===== src/rtl/mem_wb_pkg.sv =====
// mem_wb shared types and constants
// state encodings, bus widths, helpers
package mem_wb_pkg;

  localparam int DATA_BUS = 32;
  localparam int REG_BUS  = 5;

  localparam logic MEM_READ  = 1'b0;
  localparam logic MEM_WRITE = 1'b1;
  localparam logic ENABLE    = 1'b1;
  localparam logic DISABLE   = 1'b0;

  localparam logic [REG_BUS-1:0]  REG_X0    = '0;
  localparam logic [DATA_BUS-1:0] DATA_ZERO = '0;

  typedef enum logic [1:0] {
    MEMWB_IDLE = 2'd0,
    MEMWB_REQ  = 2'd1,
    MEMWB_WB   = 2'd2
  } memwb_state_t;

  function automatic logic [DATA_BUS-1:0] word_align(
    input logic [DATA_BUS-1:0] a
  );
    return {a[DATA_BUS-1:2], 2'b00};
  endfunction

endpackage


===== src/rtl/mem_wb.sv =====
// mem_wb: memory access + write-back stage
// word loads/stores over req/ack bus
module mem_wb
  import mem_wb_pkg::*;
(
  input  logic                clk,
  input  logic                rst,
  input  logic                mem_ena_i,
  input  logic                mem_rw_i,
  input  logic [DATA_BUS-1:0] mem_addr_i,
  input  logic [DATA_BUS-1:0] mem_data_i,
  input  logic [REG_BUS-1:0]  gprs_waddr_i,
  input  logic [DATA_BUS-1:0] gprs_wdata_i,
  output logic                stall_o,
  output logic                dmem_req_o,
  output logic                dmem_we_o,
  output logic [DATA_BUS-1:0] dmem_addr_o,
  output logic [DATA_BUS-1:0] dmem_wdata_o,
  input  logic                dmem_ack_i,
  input  logic [DATA_BUS-1:0] dmem_rdata_i,
  output logic                gprs_we_o,
  output logic [REG_BUS-1:0]  gprs_waddr_o,
  output logic [DATA_BUS-1:0] gprs_wdata_o
);

  memwb_state_t        state;
  logic                rw_q;
  logic [DATA_BUS-1:0] addr_q;
  logic [DATA_BUS-1:0] data_q;
  logic [REG_BUS-1:0]  waddr_q;
  logic                in_req;

  assign in_req = (state == MEMWB_REQ);

  // FSM, operation latches and registered write-back port
  always_ff @(posedge clk) begin
    if (rst) begin
      state        <= MEMWB_IDLE;
      rw_q         <= MEM_READ;
      addr_q       <= DATA_ZERO;
      data_q       <= DATA_ZERO;
      waddr_q      <= REG_X0;
      gprs_we_o    <= DISABLE;
      gprs_waddr_o <= REG_X0;
      gprs_wdata_o <= DATA_ZERO;
    end else begin
      unique case (state)
        MEMWB_IDLE, MEMWB_WB: begin
          if (mem_ena_i) begin
            state     <= MEMWB_REQ;
            rw_q      <= mem_rw_i;
            addr_q    <= word_align(mem_addr_i);
            data_q    <= mem_data_i;
            waddr_q   <= gprs_waddr_i;
            gprs_we_o <= DISABLE;
          end else begin
            state        <= MEMWB_IDLE;
            gprs_we_o    <= (gprs_waddr_i != REG_X0);
            gprs_waddr_o <= gprs_waddr_i;
            gprs_wdata_o <= gprs_wdata_i;
          end
        end
        MEMWB_REQ: begin
          gprs_we_o <= DISABLE;
          if (dmem_ack_i) begin
            if (rw_q == MEM_READ) begin
              state        <= MEMWB_WB;
              gprs_we_o    <= (waddr_q != REG_X0);
              gprs_waddr_o <= waddr_q;
              gprs_wdata_o <= dmem_rdata_i;
            end else begin
              state <= MEMWB_IDLE;
            end
          end
        end
        default: begin
          state     <= MEMWB_IDLE;
          gprs_we_o <= DISABLE;
        end
      endcase
    end
  end

  // bus and stall decode from registered state only
  always_comb begin
    stall_o      = in_req;
    dmem_req_o   = in_req;
    dmem_we_o    = in_req & (rw_q == MEM_WRITE);
    dmem_addr_o  = addr_q;
    dmem_wdata_o = data_q;
  end

endmodule


===== config.mk =====
export PLATFORM = sky130hd
export DESIGN_NAME = mem_wb
export DESIGN_NICKNAME = d
export VERILOG_FILES = /design/src/rtl/mem_wb_pkg.sv /design/src/rtl/mem_wb.sv
export SDC_FILE = /design/constraint.sdc
export NUM_CORES = 1
export LEC_CHECK = 0
export CAP_MARGIN = 20
export CORE_UTILIZATION = 38
export CTS_CLUSTER_DIAMETER = 60
export DETAILED_ROUTE_END_ITERATION = 16
export HOLD_SLACK_MARGIN = 0.1
export PLACE_DENSITY = 0.83
export SYNTH_ARGS = -nofsm -noshare
export SYNTH_HDL_FRONTEND = slang
export SYNTH_SLANG_ARGS = --single-unit

===== constraint.sdc =====
create_clock -name clk -period 1.9 [get_ports clk]
set_input_delay 0.38 -clock clk [delete_from_list [all_inputs] [get_ports clk]]
set_output_delay 0.38 -clock clk [all_outputs]
set_load 0.03 [all_outputs]

-- Word-level counts from Yosys, hierarchy flattened
Cells that the tools add are included.
Widths: inputs -> output; s select.
- multiplexer cells: 16
- bitwise gates (word level): 1
- equal/unequal tests: 5
- reduce and logical (&&, ||, !) cells: 7
- operators by type and width (operator ; number):
    $mux 32 ; 3
    $pmux 32 s2 ; 1
    $mux 5 ; 3
    $pmux 5 s2 ; 1
    $reduce_bool 5->1 ; 2
    $ne 2x2->1 const B ; 3
    $mux 1 ; 4
    $mux 2 ; 2
    $pmux 2 s2 ; 1
    $reduce_and 4->1 ; 1
    $eq 2x1->1 const B ; 1
    $eq 2x2->1 const B ; 1
    $logic_not 2->1 ; 1
    $pmux 1 s2 ; 1
    $reduce_and 2->1 ; 1
    $reduce_bool 2->1 ; 1
    $reduce_or 2->1 ; 1
    $and 1x1->1 ; 1
- word-level logic and storage cells: 37
- output and inout port bits: 105
- register bits after elaboration: 108
- input bits: 138

-- Longest topological paths before layout
Gate-level depths: netlist of the first run.
- depth in word-level cells: 4
- gate-level depth with buffers: 6
- mapped depth without buffers: 3

-- Worst setup path before layout of the first run
No wires, ideal clock.
- kind: flip-flop to output port
- start: reg state[0]
- end: out dmem_we_o
- required time: 1.520 ns
- slack: 0.065 ns
- data arrival time: 1.455 ns
- buffers on the path: 3
- stages on the path, launching flop included: 7
- cell sequence: dfxtp_1 -> nand2b_1 -> buf_4 -> buf_12 -> buf_12 -> inv_1 -> and2_1
- cells in the longest elaborated chain, start to end: 2
- RTL lines (element ; line ; RTL):
    start, declared ; mem_wb.sv:26 ; memwb_state_t state;
    start signal, assigned ; mem_wb.sv:38 ; state <= MEMWB_IDLE;
    start signal, assigned ; mem_wb.sv:50 ; state <= MEMWB_REQ;
    start signal, assigned ; mem_wb.sv:57 ; state <= MEMWB_IDLE;
    $eq 2x1->1 ; mem_wb.sv:33 ; assign in_req = (state == MEMWB_REQ);
    via dmem_req_o ; mem_wb.sv:15 ; output logic dmem_req_o,
    $and 1x1->1 ; mem_wb.sv:88 ; dmem_we_o = in_req & (rw_q == MEM_WRITE);
    end, declared ; mem_wb.sv:16 ; output logic dmem_we_o,
The timed path passes the listed nets, and every way through them passes these cells.

-- Worst setup path in the final report of the first run
- start: reg gprs_wdata_o[9]
- end: out gprs_wdata_o[9]
- RTL lines (element ; line ; RTL):
    start, declared ; mem_wb.sv:23 ; output logic [DATA_BUS-1:0] gprs_wdata_o
    start signal, assigned ; mem_wb.sv:60 ; gprs_wdata_o <= gprs_wdata_i;
    start signal, assigned ; mem_wb.sv:70 ; gprs_wdata_o <= dmem_rdata_i;
No word-level cell between the ends.

==> results.toml, run 1 <==
[global_route]
grt_pass1_vias = 4183
globalRouteTotalUtil_pct = 21.0
total_congestion_overflow = 0
grt_max_degree = 62
antenna_found_initial = 0
grt_first_pass_wirelength_microns = 19200

[clocking]
clk_path_buf_depth = 2
cts.root.buffer_cell = "clkbuf_8"
clk-insertion-delay-late_ns = 0.35
cts_sinks = 108
cts-resized-gates = 0
post_cts.repair.setup_buffers = 0
cts.hold.buffers_added = 0
cts.reportedPaths.clkPinSlew_ns = 0.09
clock_tree_from_tritoncts = "done"
htree_num_levels = 3
cts_made_buffers = 9

[status]
run_status = "finished clean"

[synth]
synth_sequential_area_ratio_pct = 51.3
synth_top_cell_by_area = "dfxtp_1"
netlist-cell-type-count = 22
yosys-top-cells-count = "nand2_1, dfxtp_1, a21oi_1"
post-synth-top-area-fraction_pct = 51.3
syn_avg_cell_area_sq_um = 8.66
synth_ff_type = "dfxtp_1"
yosys.cell_count.top_type = "nand2_1"
synth_async_sr_flop_share_pct = 0
synth_warnings = 0
postSynthCellCount = 487
synth_area_leaders = "dfxtp_1, nand2_1, mux2i_1"
count_of_flip_flops_with_a_built_in_enable_after_synthesis = 0
ys_ff_latch = 108
post_synth_instance_area_sq_um = 4220

[critical_path]
timing.critical_path.cells = "clkdlybuf4s50_1"
worst_ep_required_time_ns = 1.52
startpoint = "gprs_wdata_o[9]$_SDFFE_PP0P_"
arrival_ns = 1.42
setup.worst_path.class = "register to output port"
timing.critical_path.from_type = "register"
standard_cell_with_the_maximum_stage_delay_on_the_critical_path = "clkdlybuf4s50_1"
path_buf_inv = 1
worst-r2r-setup-slack_ns = 0.29
critPathMaxStageDelay_ns = 0.70
worst_path_dominant_cell_family = "buffers and inverters"
r2r-start = "state[0]$_SDFFE_PP0P_"
worst_setup_path_end_kind = "output port"
worst-path-max-fanout = 2

[floorplan]
die_area_sq_um = 11500
chipHeight_microns = 107
pin_count = 243
initial_utilization_pct = 38.9
floorplan.die.width_microns = 107
design.core.area_sq_um = 10800
fp-row-count = 38

[finish]
post_route_cells_drive_above_1_share_pct = 5.23
syn2layout_area_growth_pct = 63.3
n_antenna_cell = 0
finish.instance_area_sq_um = 6890
final_core_util_pct = 63.5
nets = 842

[sta]
unrepaired_setup_endpoints_after_global_routing = "no"
min_period_over_period_pct = 95.0
totalNegativeSetupSlack_ns = 0
min_period_ns = 1.80
hold_viol = 0
fmax_mhz = 554
clock_skew_ns = 0.00474
worst_hold_slack_ns = 0.456
setup_violations = 0
final-max-slew-violation-count = 0

[power_and_ir_drop]
vdd_ir_drop_max_mv = 0.442
leakage_nw = 2.75
power_density_nw_per_um2 = 779

[detailed_routing]
drt_iter0_drc = 177
routed-via-count = 4256
totalWireLength_microns = 12500
routed_wirelength_normalized_by_instance_count_microns = 14.7
vias_per_cell = 5.02
route.detailed.drc = 0
drt_pre_antenna_iters = 5
final_antenna_net_count = 0

[placed_design]
dpl-instance-area_sq_um = 6700
port_buffer_count = 238
dp.final_hpwl_microns = 9160
globalplace.congestion = 0.768

[run]
maxCapViolCount = 0

[worst_hold_path]
launch_point_of_the_worst_hold_path = "rst"
min_path_type = "input pin to register"
## power by group
| group | total, mW | leakage [nW] | switching [mW] | internal (mW) |
|---|---|---|---|---|
| Combinational | 1.48 | 1.77 | 0.762 | 0.721 |
| Clock | 1.36 | 0.0935 | 0.717 | 0.640 |
| Sequential | 2.53 | 0.891 | 0.0908 | 2.43 |
| Total | 5.37 | 2.75 | 1.57 | 3.80 |
## layer usage
metal | GRT usage [%] | wire (microns)
met3 | 6.11 | 1160
met4 | 9.98 | 327
met2 | 38.7 | 6470
met1 | 21.8 | 4520
met5 | 0 | 0
## worst register-to-register path, cell delays in order, from the launching register on
cell and delay [ns]:
dfxtp_2 0.38, nand2b_2 0.10, buf_4 0.40, mux2i_1 0.17, a221oi_1 0.42
## registers in the layout, summed over array words and instances, names as in the netlist
register      count
rw_q              1
state             2
dmem_addr_o      30
gprs_we_o         1
waddr_q           5
dmem_wdata_o     32
gprs_waddr_o      5
gprs_wdata_o     32
## path summary, 6_finish.rpt
kind,endpoint,cells after the start
max,gprs_wdata_o[9],1
min,dmem_wdata_o[22]$_SDFFE_PP0P_,3
max reg2reg,gprs_wdata_o[7]$_SDFFE_PP0P_,4
min reg2reg,dmem_addr_o[18]$_SDFFE_PP0P_,2
## placed cells by master (no fill, tap or decap)
cell / Yosys / layout
inv_1: 1 / 1
o21bai_1: 1 / 1
buf_4: 8 / 12
nor2_2: 0 / 1
conb_1: 1 / 2
a21oi_1: 69 / 69
or4_1: 2 / 2
nor2b_4: 0 / 1
a221oi_1: 37 / 37
and2_1: 1 / 1
clkdlybuf4s50_1: 0 / 234
bufinv_16: 0 / 1
o21ai_2: 1 / 1
nor2_1: 40 / 39
dfxtp_2: 0 / 1
nand2_1: 136 / 136
nand2b_2: 0 / 2
o21a_1: 1 / 1
buf_12: 2 / 6
nand4bb_2: 1 / 1
o21ai_0: 1 / 1
mux2i_1: 37 / 37
clkbuf_1: 18 / 3
dfxtp_1: 108 / 107
clkbuf_8: 0 / 10
clkinv_2: 0 / 1
## cells by family after synthesis
kind of cell / after synthesis / synth area share (%)
DFF: 108 / 51.3
buffers and inverters: 48 / 6.29
muxes: 37 / 8.78
other: 1 / 0.0889
and+or+nand+nor: 183 / 17.0
AOI/OAI and AO/OA: 110 / 16.6
## layout make-up
cell class	count	area [sq um]
clock buffer	13	149
inverter	1	3.75
multi-input combinational	332	1810
tap	140	175
sequential	108	2160
fill	901	3950
timing repair buffer	252	2550
clock inverter	2	35.0
## stage by stage
step	worst slack [ns]	cells	total power [mW]
after global routing	0.0496	848	5.61
after global placement	0.113	833	4.02
after detailed placement	0.0672	833	4.06
after CTS	0.0834	848	5.40
after floorplan	0.0648	488	3.34
final	0.0956	848	5.37
Note: power is estimated with default switching activity, not from simulation.
==> inputs of run 2 (changes only) <==
Settings changed: CORE_UTILIZATION 38 to 39, CTS_BUF_LIST set to sky130_fd_sc_hd__clkbuf_8, PLACE_DENSITY 0.83 to 0.85.
==> results.toml, run 2 (same netlist as run 1, synthesis figures left out) <==
[critical_path]
worst_path_dominant_cell_family = "buffers and inverters"
path_buf_inv = 1
setup.worst_path.class = "register to output port"
worst_ep_required_time_ns = 1.52
critPathMaxStageDelay_ns = 0.70
standard_cell_with_the_maximum_stage_delay_on_the_critical_path = "clkdlybuf4s50_1"
worst-path-max-fanout = 2
worst_setup_path_end_kind = "output port"
timing.critical_path.cells = "clkdlybuf4s50_1"
arrival_ns = 1.41
timing.critical_path.from_type = "register"

[power_and_ir_drop]
seqPwrFrac_pct = 46.4
switching_power_mw = 1.56
comb_power_share_pct = 27.1
power_density_nw_per_um2 = 791
leakage_nw = 2.74
clock_power_share_pct = 26.5
vdd_ir_drop_max_mv = 0.551
total_power_mw = 5.44
power.share.switching_pct = 28.7
power.internal_mw = 3.88

[global_route]
grt_first_pass_wirelength_microns = 19400
total_congestion_overflow = 0
grt_pass1_vias = 4095
antenna_found_initial = 0
globalRouteTotalUtil_pct = 21.5
grt_max_degree = 104

[placed_design]
dpl-instance-area_sq_um = 6670
placement.setup.worst_slack_ns = 0.105
dp.final_hpwl_microns = 8960
port_buffer_count = 238
globalplace.congestion = 0.733
placedCellCount = 826

[clocking]
clk_path_buf_depth = 2
cts.root.buffer_cell = "clkbuf_8"
cts.reportedPaths.clkPinSlew_ns = 0.10
post_cts.repair.setup_buffers = 0
clk-insertion-delay-late_ns = 0.35
cts_made_buffers = 9
cts_sinks = 108
clock_tree_from_tritoncts = "done"
htree_num_levels = 3

[sta]
worst_pin_slew_ns = 0.518
fmax_mhz = 559
final-max-slew-violation-count = 0
unrepaired_setup_endpoints_after_global_routing = "no"
totalNegativeSetupSlack_ns = 0
clock_skew_ns = 0.0148
setup_violations = 0
setup_ws_ns = 0.111
min_period_ns = 1.79
hold_viol = 0
worst_hold_slack_ns = 0.245
worst_slew_slack_as_a_fraction_of_its_limit_pct = 65.5
min_period_over_period_pct = 94.1

[floorplan]
fp-row-count = 37
die_area_sq_um = 11200
initial_utilization_pct = 40.5
chipHeight_microns = 106
pin_count = 243
floorplan.die.width_microns = 106
design.core.area_sq_um = 10400

[detailed_routing]
route.detailed.drc = 0
routed_wirelength_normalized_by_instance_count_microns = 14.6
drt_pre_antenna_iters = 4
final_antenna_net_count = 0
routed-via-count = 4188
totalWireLength_microns = 12300
vias_per_cell = 4.99
drt_iter0_drc = 152

[status]
run_status = "finished clean"

[finish]
final_core_util_pct = 66.0
multi_input_area_sq_um = 1810
post_route_cells_drive_above_1_share_pct = 4.98
post_layout_nonfiller_instances = 839
syn2layout_area_growth_pct = 63.1
nets = 839
register_area_sq_um = 2160
filler_cells_inserted = 858
n_antenna_cell = 0
finish.instance_area_sq_um = 6880
most_frequent_standard_cell_in_the_layout_excluding_fill_and_tap_cells = "clkdlybuf4s50_1"
layout_common_cells = "clkdlybuf4s50_1, nand2_1, dfxtp_1"

[run]
maxCapViolCount = 0

[worst_hold_path]
min_path_type = "input pin to register"
-- run 2: cell count changes in the layout (fill, tap and decap cells not counted), sizes merged --
cell	change
inv	+1
clkinv	-1
buf	-3
bufinv	+1
clkinvlp	+1
clkbuf	-4
-- run 2: worst paths after layout --
| path | start | to | slack [ns] | cells after the start |
|---|---|---|---|---|
| setup / recovery | dmem_addr_o[5]$_SDFFE_PP0P_ | dmem_addr_o[5] | 0.11 | 1 |
| hold / removal | rst | dmem_addr_o[21]$_SDFFE_PP0P_ | 0.25 | 2 |
| setup reg to reg | state[0]$_SDFFE_PP0P_ | gprs_wdata_o[16]$_SDFFE_PP0P_ | 0.52 | 4 |
| hold reg to reg | dmem_wdata_o[9]$_SDFFE_PP0P_ | dmem_wdata_o[9]$_SDFFE_PP0P_ | 0.46 | 2 |
-- run 2: metal layers --
metal  up-vias  share of wire (%)  GRT usage [%]
met1      1936                 38           23.0
met5         -                  0              0
li1       2070                  -              -
met2       169                 52           39.5
met3        13                8.9           6.74
met4         0                1.2           7.74
-- run 2: timing repair --
action                                 CTS  global route
hold buffers                             0             0
setup endpoints to repair                0             1
endpoints found under the hold margin    0             0
resized for setup                        0             1
-- run 2: layout make-up --
type / count / share of cell area, %
clock buffers: 9 / 1.80
clock inverters: 4 / 1.11
inverters: 1 / 0.0546
multi-input cells: 332 / 26.3
flip-flops and latches: 108 / 31.5
well taps: 136 / 2.47
repair buffers: 249 / 36.8
-- run 2: power by group through the flow --
stage | logic, mW | clock network [mW] | registers (mW)
after floorplan | 0.455 | 0 | 2.89
after global placement | 1.45 | 0 | 2.57
after detailed placement | 1.48 | 0 | 2.58
after CTS | 1.48 | 1.50 | 2.53
after global routing | 1.57 | 1.59 | 2.55
final | 1.47 | 1.44 | 2.52
-- run 2: worst register-to-register path: cells and delay by family, from the launching register on --
kind,cells,cell delay [ns]
muxes,1,0.32
and+or+nand+nor,1,0.10
AOI/OAI and AO/OA,1,0.13
buffers and inverters,1,0.32
DFF,1,0.38
==> inputs of run 3 (changes only) <==
Settings changed: CAP_MARGIN 20 to 25, CORE_UTILIZATION 39 to 30, CTS_CLUSTER_DIAMETER 60 to 80, PLACE_DENSITY 0.85 to 0.69.
==> results.toml, run 3 (same netlist as run 1, synthesis figures left out) <==
[status]
run_status = "finished clean"

[critical_path]
worst_path_dominant_cell_family = "buffers and inverters"
worst_ep_required_time_ns = 1.52
startpoint = "dmem_addr_o[6]$_SDFFE_PP0P_"
worst-r2r-cell-count = 4
arrival_ns = 1.41
worst-path-max-fanout = 2
setup.worst_path.class = "register to output port"
critPathMaxStageDelay_ns = 0.69
timing.critical_path.from_type = "register"
standard_cell_with_the_maximum_stage_delay_on_the_critical_path = "clkdlybuf4s50_1"
r2r-start = "state[0]$_SDFFE_PP0P_"
worst_setup_path_end_kind = "output port"
cp.depth = 1
timing.critical_path.cells = "clkdlybuf4s50_1"
path_buf_inv = 1

[power_and_ir_drop]
power.internal_mw = 3.75
power.share.switching_pct = 30.0
leakage_nw = 2.77
total_power_mw = 5.36
comb_power_share_pct = 27.8
power_density_nw_per_um2 = 771
switching_power_mw = 1.61
clock_power_share_pct = 25.1
vdd_ir_drop_max_mv = 0.439
seqPwrFrac_pct = 47.1

[detailed_routing]
routed_wirelength_normalized_by_instance_count_microns = 14.5
drt_iter0_drc = 182
totalWireLength_microns = 12900
vias_per_cell = 4.78
final_antenna_net_count = 0
routed-via-count = 4242
drt_pre_antenna_iters = 5
route.detailed.drc = 0

[sta]
min_period_over_period_pct = 94.5
setup_violations = 0
totalNegativeSetupSlack_ns = 0
final-max-slew-violation-count = 0
fmax_mhz = 557
clock_skew_ns = 0.0102
unrepaired_setup_endpoints_after_global_routing = "no"
hold_viol = 0
min_period_ns = 1.79

[clocking]
cts.reportedPaths.clkPinSlew_ns = 0.09
cts_sinks = 108
clock_tree_from_tritoncts = "done"
cts.root.buffer_cell = "clkbuf_8"
cts_made_buffers = 9
htree_num_levels = 3
clk-insertion-delay-late_ns = 0.37
cts-resized-gates = 0
clk_path_buf_depth = 2
cts.hold.buffers_added = 0
post_cts.repair.setup_buffers = 0

[floorplan]
chipHeight_microns = 121
initial_utilization_pct = 31.3
die_area_sq_um = 14500
design.core.area_sq_um = 13500
pin_count = 243
fp-row-count = 42
floorplan.die.width_microns = 121

[run]
maxCapViolCount = 0

[finish]
syn2layout_area_growth_pct = 64.8
nets = 846
filler_cells_inserted = 1266
post_layout_nonfiller_instances = 888
finish.instance_area_sq_um = 6950
post_route_cells_drive_above_1_share_pct = 5.90
register_area_sq_um = 2160
layout_common_cells = "clkdlybuf4s50_1, nand2_1, dfxtp_1"
final_core_util_pct = 51.6
most_frequent_standard_cell_in_the_layout_excluding_fill_and_tap_cells = "clkdlybuf4s50_1"
multi_input_area_sq_um = 1810
n_antenna_cell = 0

[global_route]
grt_max_degree = 49
antenna_found_initial = 0
grt_pass1_vias = 4174
total_congestion_overflow = 0
globalRouteTotalUtil_pct = 17.4
grt_first_pass_wirelength_microns = 20000

[worst_hold_path]
min_path_type = "input pin to register"
worstHoldPathCells = 2
launch_point_of_the_worst_hold_path = "rst"

[placed_design]
dpl-instance-area_sq_um = 6760
globalplace.congestion = 0.793
placedCellCount = 873
dp.final_hpwl_microns = 9580
port_buffer_count = 238
-- run 3: final timing paths --
check                                  end  slack [ns]
min reg2reg  dmem_wdata_o[27]$_SDFFE_PP0P_        0.46
min           dmem_addr_o[21]$_SDFFE_PP0P_        0.41
max                         dmem_addr_o[6]        0.11
max reg2reg  gprs_wdata_o[12]$_SDFFE_PP0P_        0.52
-- run 3: metrics by stage --
step	hold WS, ns	setup WS, ns
4_1_cts	0.381	0.0116
3_5_place_dp	0.446	0.0967
5_1_grt	0.398	0.0372
3_3_place_gp	0.441	0.167
6_report	0.407	0.105
2_1_floorplan	0.440	0.0648
-- run 3: routing by layer --
metal | vias up | wire length (microns) | share of wire [%] | GRT usage (%)
li1 | 2090 | - | - | -
met1 | 1966 | 4990 | 39 | 19.1
met2 | 165 | 6400 | 50 | 30.8
met3 | 21 | 1190 | 9.2 | 5.52
met4 | 0 | 283 | 2.2 | 7.33
met5 | - | 0 | 0 | 0
-- run 3: cell type report --
| class | count | share of cell area, % |
|---|---|---|
| clock buffer | 9 | 1.78 |
| clock inverter | 6 | 0.846 |
| inverter | 1 | 0.0540 |
| multi-input combinational | 332 | 26.0 |
| sequential | 108 | 31.1 |
| tap | 176 | 3.17 |
| timing repair buffer | 256 | 37.0 |
-- run 3: power by group through the flow --
stage | Sequential (mW) | Clock, mW | Combinational [mW]
after floorplan | 2.89 | 0 | 0.455
after global placement | 2.57 | 0 | 1.47
after detailed placement | 2.58 | 0 | 1.50
after CTS | 2.53 | 1.39 | 1.50
after global routing | 2.54 | 1.50 | 1.59
final | 2.52 | 1.35 | 1.49
